--- config.mk ---
export PLATFORM = sky130hd
export DESIGN_NAME = exec_wb_scheduler
export DESIGN_NICKNAME = d
export VERILOG_FILES = /design/src/rtl/exec_pkg.sv /design/src/rtl/exec_hazard_scan.sv /design/src/rtl/exec_wb_scheduler.sv
export SDC_FILE = /design/constraint.sdc
export NUM_CORES = 1
export LEC_CHECK = 0
export BUFFER_PORTS_ARGS = -buffer_cell sky130_fd_sc_hd__buf_2
export CORE_UTILIZATION = 40
export CTS_CLUSTER_SIZE = 24
export DETAILED_ROUTE_END_ITERATION = 8
export PLACE_DENSITY = 0.58
export RECOVER_POWER = 100
export SETUP_SLACK_MARGIN = 0.05
export SLEW_MARGIN = 20
export SYNTH_ARGS = -nofsm -noshare
export SYNTH_HDL_FRONTEND = slang
export SYNTH_SLANG_ARGS = --single-unit
--- constraint.sdc ---
create_clock -name clk -period 5.55 [get_ports clk]
set_clock_uncertainty 0.05 [all_clocks]
set_input_delay 1.11 -clock clk [delete_from_list [all_inputs] [get_ports clk]]
set_output_delay 1.11 -clock clk [all_outputs]
set_load 0.02 [all_outputs]
--- src/rtl/exec_pkg.sv ---
// exec_pkg
// Shared definitions for the execution-stage writeback scheduler:
//   - functional unit ids and their default latencies
//   - wb_slot_t, one writeback reservation {valid, rd, fmode, unit}
//   - reg_match(), the register-equality rule used by all hazard checks
package exec_pkg;

    localparam int EXEC_UID_W = 3;

    localparam int UNIT_MEM   = 0;
    localparam int UNIT_FADD  = 1;
    localparam int UNIT_FMUL  = 2;
    localparam int UNIT_FDIV  = 3;
    localparam int UNIT_SQRT  = 4;
    localparam int UNIT_FLOOR = 5;
    localparam int UNIT_FTOI  = 6;
    localparam int UNIT_ITOF  = 7;

    // 4-bit latency per unit, unit 0 in the least significant nibble.
    localparam logic [31:0] DEFAULT_UNIT_LAT =
        {4'd2, 4'd1, 4'd2, 4'd6, 4'd11, 4'd4, 4'd4, 4'd1};

    typedef struct packed {
        logic                  valid;
        logic [4:0]            rd;
        logic                  fmode;
        logic [EXEC_UID_W-1:0] unit;
    } wb_slot_t;

    // Same register file and number. Integer r0 is hardwired, so it never
    // creates a dependency.
    function automatic logic reg_match(input logic       fmode_a,
                                       input logic [4:0] no_a,
                                       input logic       fmode_b,
                                       input logic [4:0] no_b);
        return (fmode_a == fmode_b) && (no_a == no_b) &&
               !((fmode_a == 1'b0) && (no_a == 5'd0));
    endfunction

endpackage

--- src/rtl/exec_hazard_scan.sv ---
// exec_hazard_scan
// Scans the reservation slots for the nearest pending write to one source
// operand.
//   slots_i     : reservation array, slot k writes back k cycles from now
//   used_i      : operand is actually read
//   src_no_i    : source register number
//   src_fmode_i : source register file (1 = float)
//   hit_o       : some valid slot matches
//   idx_o       : smallest matching slot index (valid only with hit_o)
module exec_hazard_scan
    import exec_pkg::*;
#(
    parameter int MAX_LAT = 12,
    parameter int IDX_W   = 4
) (
    input  wb_slot_t [MAX_LAT-1:0] slots_i,
    input  logic                   used_i,
    input  logic [4:0]             src_no_i,
    input  logic                   src_fmode_i,
    output logic                   hit_o,
    output logic [IDX_W-1:0]       idx_o
);

    // Walk from the far end so the nearest match overwrites later ones.
    always_comb begin
        hit_o = 1'b0;
        idx_o = '0;
        if (used_i) begin
            for (int k = MAX_LAT - 1; k >= 0; k--) begin
                if (slots_i[k].valid &&
                    reg_match(slots_i[k].fmode, slots_i[k].rd, src_fmode_i, src_no_i)) begin
                    hit_o = 1'b1;
                    idx_o = IDX_W'(k);
                end
            end
        end
    end

endmodule

--- src/rtl/exec_wb_scheduler.sv ---
// exec_wb_scheduler
// Issue-legality and writeback scheduling for fixed-latency functional
// units. A reservation shift register holds every pending write; slot 0 is
// the write happening this cycle. No data passes through this block.
//   clk, rstn              : clock, asynchronous active-low reset
//   flush                  : discard all reservations at the next edge
//   issue_*                : decoded instruction (unit, destination)
//   rs_*, rt_*             : source operands (used, number, file)
//   issue_ready            : combinational acceptance
//   fwd_rs, fwd_rt         : take operand from this cycle's result bus
//   wb_valid/rd/fmode/unit : registered writeback command (slot 0)
//   inflight               : number of valid reservations
module exec_wb_scheduler
    import exec_pkg::*;
#(
    parameter int                     NUM_UNITS = 8,
    parameter int                     UID_W     = 3,
    parameter int                     MAX_LAT   = 12,
    parameter logic [4*NUM_UNITS-1:0] UNIT_LAT  = DEFAULT_UNIT_LAT,
    parameter int                     CNT_W     = 4
) (
    input  logic             clk,
    input  logic             rstn,
    input  logic             flush,
    input  logic             issue_valid,
    input  logic [UID_W-1:0] issue_unit,
    input  logic             issue_wr,
    input  logic [4:0]       issue_rd,
    input  logic             issue_fmode,
    input  logic             rs_used,
    input  logic             rt_used,
    input  logic [4:0]       rs_no,
    input  logic [4:0]       rt_no,
    input  logic             rs_fmode,
    input  logic             rt_fmode,
    output logic             issue_ready,
    output logic             fwd_rs,
    output logic             fwd_rt,
    output logic             wb_valid,
    output logic [4:0]       wb_rd,
    output logic             wb_fmode,
    output logic [UID_W-1:0] wb_unit,
    output logic [CNT_W-1:0] inflight
);

    localparam int IDX_W = (MAX_LAT > 1) ? $clog2(MAX_LAT) : 1;

    if (UID_W != EXEC_UID_W) begin : g_bad_uid_w
        $fatal(1, "exec_wb_scheduler: UID_W must equal the slot unit field width");
    end
    if (NUM_UNITS > (2 ** UID_W)) begin : g_bad_num_units
        $fatal(1, "exec_wb_scheduler: NUM_UNITS does not fit in UID_W");
    end
    if (MAX_LAT >= (2 ** CNT_W)) begin : g_bad_cnt_w
        $fatal(1, "exec_wb_scheduler: CNT_W cannot hold MAX_LAT");
    end
    for (genvar u = 0; u < NUM_UNITS; u++) begin : g_lat_chk
        if ((UNIT_LAT[4*u +: 4] == 4'd0) || (int'(UNIT_LAT[4*u +: 4]) > MAX_LAT)) begin : g_bad_lat
            $fatal(1, "exec_wb_scheduler: unit latency out of range");
        end
    end

    wb_slot_t [MAX_LAT-1:0] slot_q, slot_d;
    logic [CNT_W-1:0]       inflight_q, inflight_d;

    logic             unit_ok;
    logic [3:0]       lat;
    logic             waw_hzd;
    logic             port_hzd;
    logic             raw_hzd;
    logic             rs_hit, rt_hit;
    logic [IDX_W-1:0] rs_idx, rt_idx;
    logic             accept_wr;
    wb_slot_t         new_slot;

    exec_hazard_scan #(.MAX_LAT(MAX_LAT), .IDX_W(IDX_W)) u_scan_rs (
        .slots_i     (slot_q),
        .used_i      (rs_used),
        .src_no_i    (rs_no),
        .src_fmode_i (rs_fmode),
        .hit_o       (rs_hit),
        .idx_o       (rs_idx)
    );

    exec_hazard_scan #(.MAX_LAT(MAX_LAT), .IDX_W(IDX_W)) u_scan_rt (
        .slots_i     (slot_q),
        .used_i      (rt_used),
        .src_no_i    (rt_no),
        .src_fmode_i (rt_fmode),
        .hit_o       (rt_hit),
        .idx_o       (rt_idx)
    );

    // Latency lookup; an out-of-range unit id is a decode error and blocks issue.
    always_comb begin
        unit_ok = 1'b0;
        lat     = 4'd1;
        for (int u = 0; u < NUM_UNITS; u++) begin
            if (issue_unit == UID_W'(u)) begin
                unit_ok = 1'b1;
                lat     = UNIT_LAT[4*u +: 4];
            end
        end
    end

    // WAW includes slot 0. The port check looks at slot[L] because that entry
    // lands in slot[L-1] at the same edge the new reservation would.
    always_comb begin
        waw_hzd  = 1'b0;
        port_hzd = 1'b0;
        if (issue_wr) begin
            for (int k = 0; k < MAX_LAT; k++) begin
                if (slot_q[k].valid) begin
                    if (reg_match(slot_q[k].fmode, slot_q[k].rd, issue_fmode, issue_rd)) begin
                        waw_hzd = 1'b1;
                    end
                    if (int'(lat) == k) begin
                        port_hzd = 1'b1;
                    end
                end
            end
        end
    end

    // Slot 0 is on the result bus this cycle, so it forwards instead of stalling.
    assign raw_hzd = (rs_hit && (rs_idx != '0)) || (rt_hit && (rt_idx != '0));
    assign fwd_rs  = rs_hit && (rs_idx == '0);
    assign fwd_rt  = rt_hit && (rt_idx == '0);

    assign issue_ready = ~flush & unit_ok & ~raw_hzd & ~waw_hzd & ~port_hzd;
    assign accept_wr   = issue_valid & issue_ready & issue_wr;

    always_comb begin
        new_slot       = '0;
        new_slot.valid = 1'b1;
        new_slot.rd    = issue_rd;
        new_slot.fmode = issue_fmode;
        new_slot.unit  = issue_unit;
    end

    always_comb begin
        slot_d = '0;
        for (int k = 0; k < MAX_LAT - 1; k++) begin
            slot_d[k] = slot_q[k+1];
        end
        if (accept_wr) begin
            for (int k = 0; k < MAX_LAT; k++) begin
                if (int'(lat) - 1 == k) begin
                    slot_d[k] = new_slot;
                end
            end
        end
        if (flush) begin
            slot_d = '0;
        end
    end

    always_comb begin
        inflight_d = inflight_q;
        case ({accept_wr, slot_q[0].valid})
            2'b10:   inflight_d = inflight_q + CNT_W'(1);
            2'b01:   inflight_d = inflight_q - CNT_W'(1);
            default: inflight_d = inflight_q;
        endcase
        if (flush) begin
            inflight_d = '0;
        end
    end

    always_ff @(posedge clk or negedge rstn) begin
        if (!rstn) begin
            slot_q     <= '0;
            inflight_q <= '0;
        end else begin
            slot_q     <= slot_d;
            inflight_q <= inflight_d;
        end
    end

    assign wb_valid = slot_q[0].valid;
    assign wb_rd    = slot_q[0].rd;
    assign wb_fmode = slot_q[0].fmode;
    assign wb_unit  = slot_q[0].unit;
    assign inflight = inflight_q;

endmodule

==> impl_metrics.yaml, run 1 <==
route:
  num_vias: 5477
  totalWireLength_um: 21500
  detailedRoute.firstIterationViolations: 360
  drc_errors: 0
  ant_nets: 0
  routedWlPerCell_um: 21.6
  first_pass_iters: 4
  via_per_inst: 5.52
yosys:
  yosysUniqueCellTypes: 45
  async_reset_ff_share_pct: 100
  synth_top_family_by_area: "XOR/XNOR gates"
  syn_inst: 727
  muxShareOfSynthArea_pct: 4.52
  avgSynthCellArea_um2: 10.4
  synthAdderAreaFrac_pct: 0.596
  synth_area_um2: 7560
  synth.most_common_cell: "xnor2_1"
  ys_ff_latch: 124
  yosysWarnings: 0
  synth_top_area_share_pct: 41.1
  synth-simple-area-share_pct: 19.3
  ys_seq_area_share_pct: 41.1
  synth_edf_count: 0
  synth_area_leader_cell: "dfrtp_1"
  synthTopCellsByArea: "dfrtp_1 (41%), xnor2_1 (16%), xor2_1 (9.6%)"
  ys.flop_type: "dfrtp_1"
  synth_compound_area_share_pct: 4.95
  synth_xor_area_share_pct: 25.4
  ys_top_cells_by_count: "xnor2_1 (136), dfrtp_1 (124), xor2_1 (83), nor2b_1 (61), nor4_1 (41)"
clock_network:
  cts.sinks: 124
  cts_setup_buffers: 0
  tritoncts: "built"
  clkLatencyLatePin_ns: 0.43
  h-tree-depth: 4
  cts_buffers: 17
  cts_hold_buffers: 0
  cts.clk_slew.worst_paths_ns: 0.05
  cts_buffer_depth: 2
  root_buffer: "clkbuf_16"
  cts_resized: 0
finish:
  antennaDiodeCount: 0
  nFillCells: 1732
  nets: 781
  syn_to_final_growth_pct: 11.7
  drive_gt1_share_pct: 10.1
  fin_util_pct: 46.2
  finalNonFillerCells: 992
status:
  violations: "max-capacitance violations, max-slew violations"
  status: "finished, violations left"
global_routing:
  track_usage_pct: 23.1
  grt-ovfl-total: 0
  grt_pass1_wl_um: 33200
  antenna_found_initial: 0
  grt_max_degree: 90
  grt_pass1_vias: 5676
setup_path:
  cp_top_family: "buffers and inverters"
  cp_cell_sequence: "clkbuf_1 -> xor2_1 -> nor4_1 -> nor4_1 -> a31oi_1 -> a31o_1 -> nor2_1 -> clkbuf_1"
  cp-end-kind: "primary output"
  critical_path_class: "in2out"
  cp-start-kind: "primary input"
  slowest_stage: "clkbuf_1"
  crit_buf_inv: 2
  cp_max_fo: 12
  worstPathArrival_ns: 3.76
  crit_required_ns: 4.39
  cpPeakStageDelay_ns: 0.87
place:
  dpl.hpwl_um: 14300
  dp.cells: 960
  port_buffers: 44
  gp_congestion: 0.848
die:
  rows: 49
  core-area_um2: 18300
  ios: 45
  die_area_um2: 19500
  dieHeight_um: 139
  die_w_um: 139
  start_util_pct: 41.4
sta:
  slew_headroom_pct: -158
  tightestPinTransition_ns: 3.87
  timing.setup.tns_ns: 0
  final_hold_viol_count: 0
  fin_crit_sh_pct: 88.7
  rsz0062_at_grt: "no"
  maxSlewViolCount: 210
  setup_viol_count_final: 0
  fin_crit_ns: 4.92
  holdWs_ns: 0.407
  fmax_ghz: 0.203
job:
  drv_cap: 3
min_path:
  holdCritPathClass: "reg2reg"
power_and_ir_drop:
  power_mw: 2.37
  power.density_nw_per_um2: 281
  peakVddDrop_mv: 0.192
  power_leakage_nw: 3.70
flip-flops by register name (all words and copies together), names as in the netlist:
signal / count
slot_q: 110
wb_rd: 5
inflight: 4
wb_unit: 3
wb_fmode: 1
wb_valid: 1
stage by stage:
step | setup WS (ns) | area, um2
final | 0.628 | 8440
after global routing | 0.321 | 8440
after CTS | 0.958 | 8490
after detailed placement | 0.577 | 7880
after global placement | 0.731 | 7880
after floorplan | 1.13 | 7590
worst reg2reg max path: stages, from the launching register on:
cell and delay [ns]:
dfrtp_1 0.45, or4_1 0.55, o31ai_1 0.43, nor4_1 0.19, nor4_4 0.25, o2111ai_1 0.28, or3_1 0.57, o21ai_0 0.32
inv_1 0.20, ha_1 0.34, a21o_1 0.12, a21oi_1 0.07, or4_1 0.42, a21o_1 0.20, a21oi_1 0.14
where the power goes:
part	switching [mW]	total, mW	internal, mW
Sequential	0.0306	0.955	0.925
Combinational	0.164	0.264	0.100
Clock	0.412	1.15	0.740
Total	0.607	2.37	1.76
layer usage:
layer | wire length (um) | up-vias | track usage, %
met1 | 9340 | 2771 | 29.1
met2 | 10300 | 155 | 37.5
met4 | 744 | 0 | 12.9
li1 | - | 2505 | -
met5 | 0 | - | 0
met3 | 1110 | 46 | 3.92
cell families after synthesis:
| logic type | Yosys count |
|---|---|
| DFF | 124 |
| and+or+nand+nor | 234 |
| buffers and inverters | 65 |
| xor gates and xnor gates | 219 |
| adders and majority gates | 3 |
| other | 1 |
| muxes | 34 |
| AOI/OAI and AO/OA | 47 |
worst paths after layout:
path,start,end,slack [ns],depth (start not counted)
setup / recovery,rs_no[3],issue_ready,0.63,8
hold / removal,slot_q[101],slot_q[91],0.41,1
setup reg to reg,slot_q[73],inflight[3],0.86,14
min in group asynchronous,rstn,inflight[0],2.13,1
max in group asynchronous,rstn,slot_q[84],1.11,1
hold reg to reg,slot_q[101],slot_q[91],0.41,1
final cells by class:
type	count	area, um2	area share [%]
flip-flops and latches	124	3100	36.8
multi-input cells	547	4160	49.3
clock buffers	22	474	5.62
clock inverters	10	139	1.65
repair buffers	51	245	2.91
inverters	9	33.8	0.400
well taps	229	287	3.40
cell usage in the layout (no fill, tap or decap), types with 5 or more instances in the layout:
| cell type | instances |
|---|---|
| clkbuf_16 | 17 |
| or4_1 | 10 |
| mux2i_1 | 33 |
| nor3_1 | 6 |
| xor2_1 | 83 |
| o21ai_0 | 6 |
| clkbuf_1 | 21 |
| nand2_1 | 5 |
| nor4_1 | 41 |
| conb_1 | 10 |
| buf_2 | 26 |
| nand4_1 | 35 |
| o31ai_1 | 7 |
| a21oi_1 | 16 |
| nand2b_1 | 19 |
| inv_1 | 9 |
| nor2b_1 | 61 |
| xnor2_1 | 136 |
| nor2_1 | 32 |
| dfrtp_1 | 124 |
| nand3_1 | 7 |
Power figures use the tool's default switching activity.
==> inputs of run 2 (changes only) <==
CORE_MARGIN = 2   (was default)
==> impl_metrics.yaml, run 2 (synthesized netlist as in run 1, its figures left out) <==
status:
  violations: "max-capacitance violations, max-slew violations"
  status: "finished, violations left"
finish:
  nFillCells: 1774
  fin_util_pct: 45.4
  syn_to_final_growth_pct: 12.0
  layout_commonest_cell: "xnor2_1"
  antennaDiodeCount: 0
  largest_reg_flops: 110
  final_cell_mix: "xnor2_1 (136), dfrtp_1 (124), xor2_1 (83), nor2b_1 (61), nor4_1 (42)"
  largest-register: "slot_q"
  drive_gt1_share_pct: 9.95
  nets: 782
  design_area_um2: 8470
setup_path:
  crit_required_ns: 4.39
  cp_cell_sequence: "clkbuf_1 -> xnor2_1 -> nand4_1 -> nor4_1 -> nor4_1 -> nand3_1 -> a31o_1 -> nor2_1 -> buf_2"
  cp_top_family: "simple AND/OR/NAND/NOR gates"
  slowest_stage: "clkbuf_1"
  worstPathArrival_ns: 3.82
  critical_path_class: "in2out"
  cpMostUsedCell: "nor4_1"
  crit_buf_inv: 2
  cp_max_fo: 12
  cp-start-kind: "primary input"
  cpPeakStageDelay_ns: 0.87
  cp-end-kind: "primary output"
clock_network:
  cts_setup_buffers: 0
  cts_hold_buffers: 0
  cts_resized: 0
  tritoncts: "built"
  cts_buffer_depth: 2
  cts_buffers: 17
  clkLatencyLatePin_ns: 0.42
  root_buffer: "clkbuf_16"
  cts.clk_slew.worst_paths_ns: 0.05
  cts.sinks: 124
  h-tree-depth: 4
route:
  routedWlPerCell_um: 21.4
  first_pass_iters: 4
  drc_errors: 0
  totalWireLength_um: 21400
  via_per_inst: 5.55
  num_vias: 5543
  detailedRoute.firstIterationViolations: 493
  ant_nets: 0
power_and_ir_drop:
  power_leakage_nw: 3.71
  peakVddDrop_mv: 0.188
  power.density_nw_per_um2: 287
global_routing:
  grt-ovfl-total: 0
  grt_pass1_vias: 5843
  track_usage_pct: 22.4
  grt_pass1_wl_um: 33800
  grt_max_degree: 82
  antenna_found_initial: 0
place:
  gp_congestion: 0.922
  dpl.hpwl_um: 14200
  port_buffers: 44
  place_area_um2: 7890
job:
  drv_cap: 3
min_path:
  holdCritPathClass: "reg2reg"
die:
  core-area_um2: 18600
  die_w_um: 141
  ios: 45
  rows: 50
  die_area_um2: 20000
  dieHeight_um: 141
  start_util_pct: 40.5
sta:
  tightestPinTransition_ns: 3.71
  maxSlewViolCount: 206
  fin_crit_sh_pct: 89.8
  rsz0062_at_grt: "no"
  final_hold_viol_count: 0
  fmax_ghz: 0.201
  slew_headroom_pct: -148
  fin_crit_ns: 4.98
  timing.setup.tns_ns: 0
  setup_viol_count_final: 0
[run 2: cell count changes in the layout (fill, tap and decap cells not counted), sizes merged]
cell,change
clkinv,+2
clkinvlp,-2
clkdlybuf4s25,+1
bufinv,+2
buf,-1
dlygate4sd2,-1
[run 2: routing by layer]
| metal | vias to the layer above | part of all wire [%] | global-route usage [%] |
|---|---|---|---|
| li1 | 2511 | - | - |
| met2 | 172 | 49 | 37.3 |
| met4 | 0 | 2.4 | 9.37 |
| met3 | 35 | 5.5 | 5.20 |
| met1 | 2825 | 43 | 28.1 |
| met5 | - | 0 | 0 |
[run 2: area by class of cell]
type / count / area, um2 / area share (%)
Sequential cell: 124 / 3100 / 36.7
Multi-Input combinational cell: 547 / 4150 / 49.0
Inverter: 9 / 33.8 / 0.399
Clock inverter: 12 / 194 / 2.29
Clock buffer: 20 / 447 / 5.28
Timing Repair Buffer: 52 / 246 / 2.91
Tap cell: 234 / 293 / 3.46
[run 2: through the flow]
step	setup WS [ns]	total power, mW	hold slack, ns	instances
after floorplan	1.13	1.15	0.388	736
after detailed placement	0.556	1.23	0.398	966
after CTS	0.886	2.45	0.410	998
after global placement	0.683	1.23	0.393	966
final	0.566	2.43	0.407	998
after global routing	0.384	2.52	0.421	998
[run 2: path summary, 6_finish.rpt]
path | start | slack [ns] | end | cells past startpoint
worst max-delay path | rt_no[2] | 0.57 | issue_ready | 9
worst min-delay path | slot_q[72] | 0.41 | slot_q[62] | 1
worst max register to register | slot_q[23] | 0.69 | inflight[3] | 14
worst min register to register | slot_q[72] | 0.41 | slot_q[62] | 1
max in group asynchronous | rstn | 1.22 | slot_q[95] | 1
min in group asynchronous | rstn | 2.14 | inflight[1] | 1
[run 2: report_power, final]
part	total, mW	leakage [nW]	internal [mW]	switching, mW
Combinational	0.261	1.72	0.100	0.160
Clock	1.21	0.310	0.805	0.409
Sequential	0.956	1.69	0.925	0.0314
Total	2.43	3.71	1.83	0.601
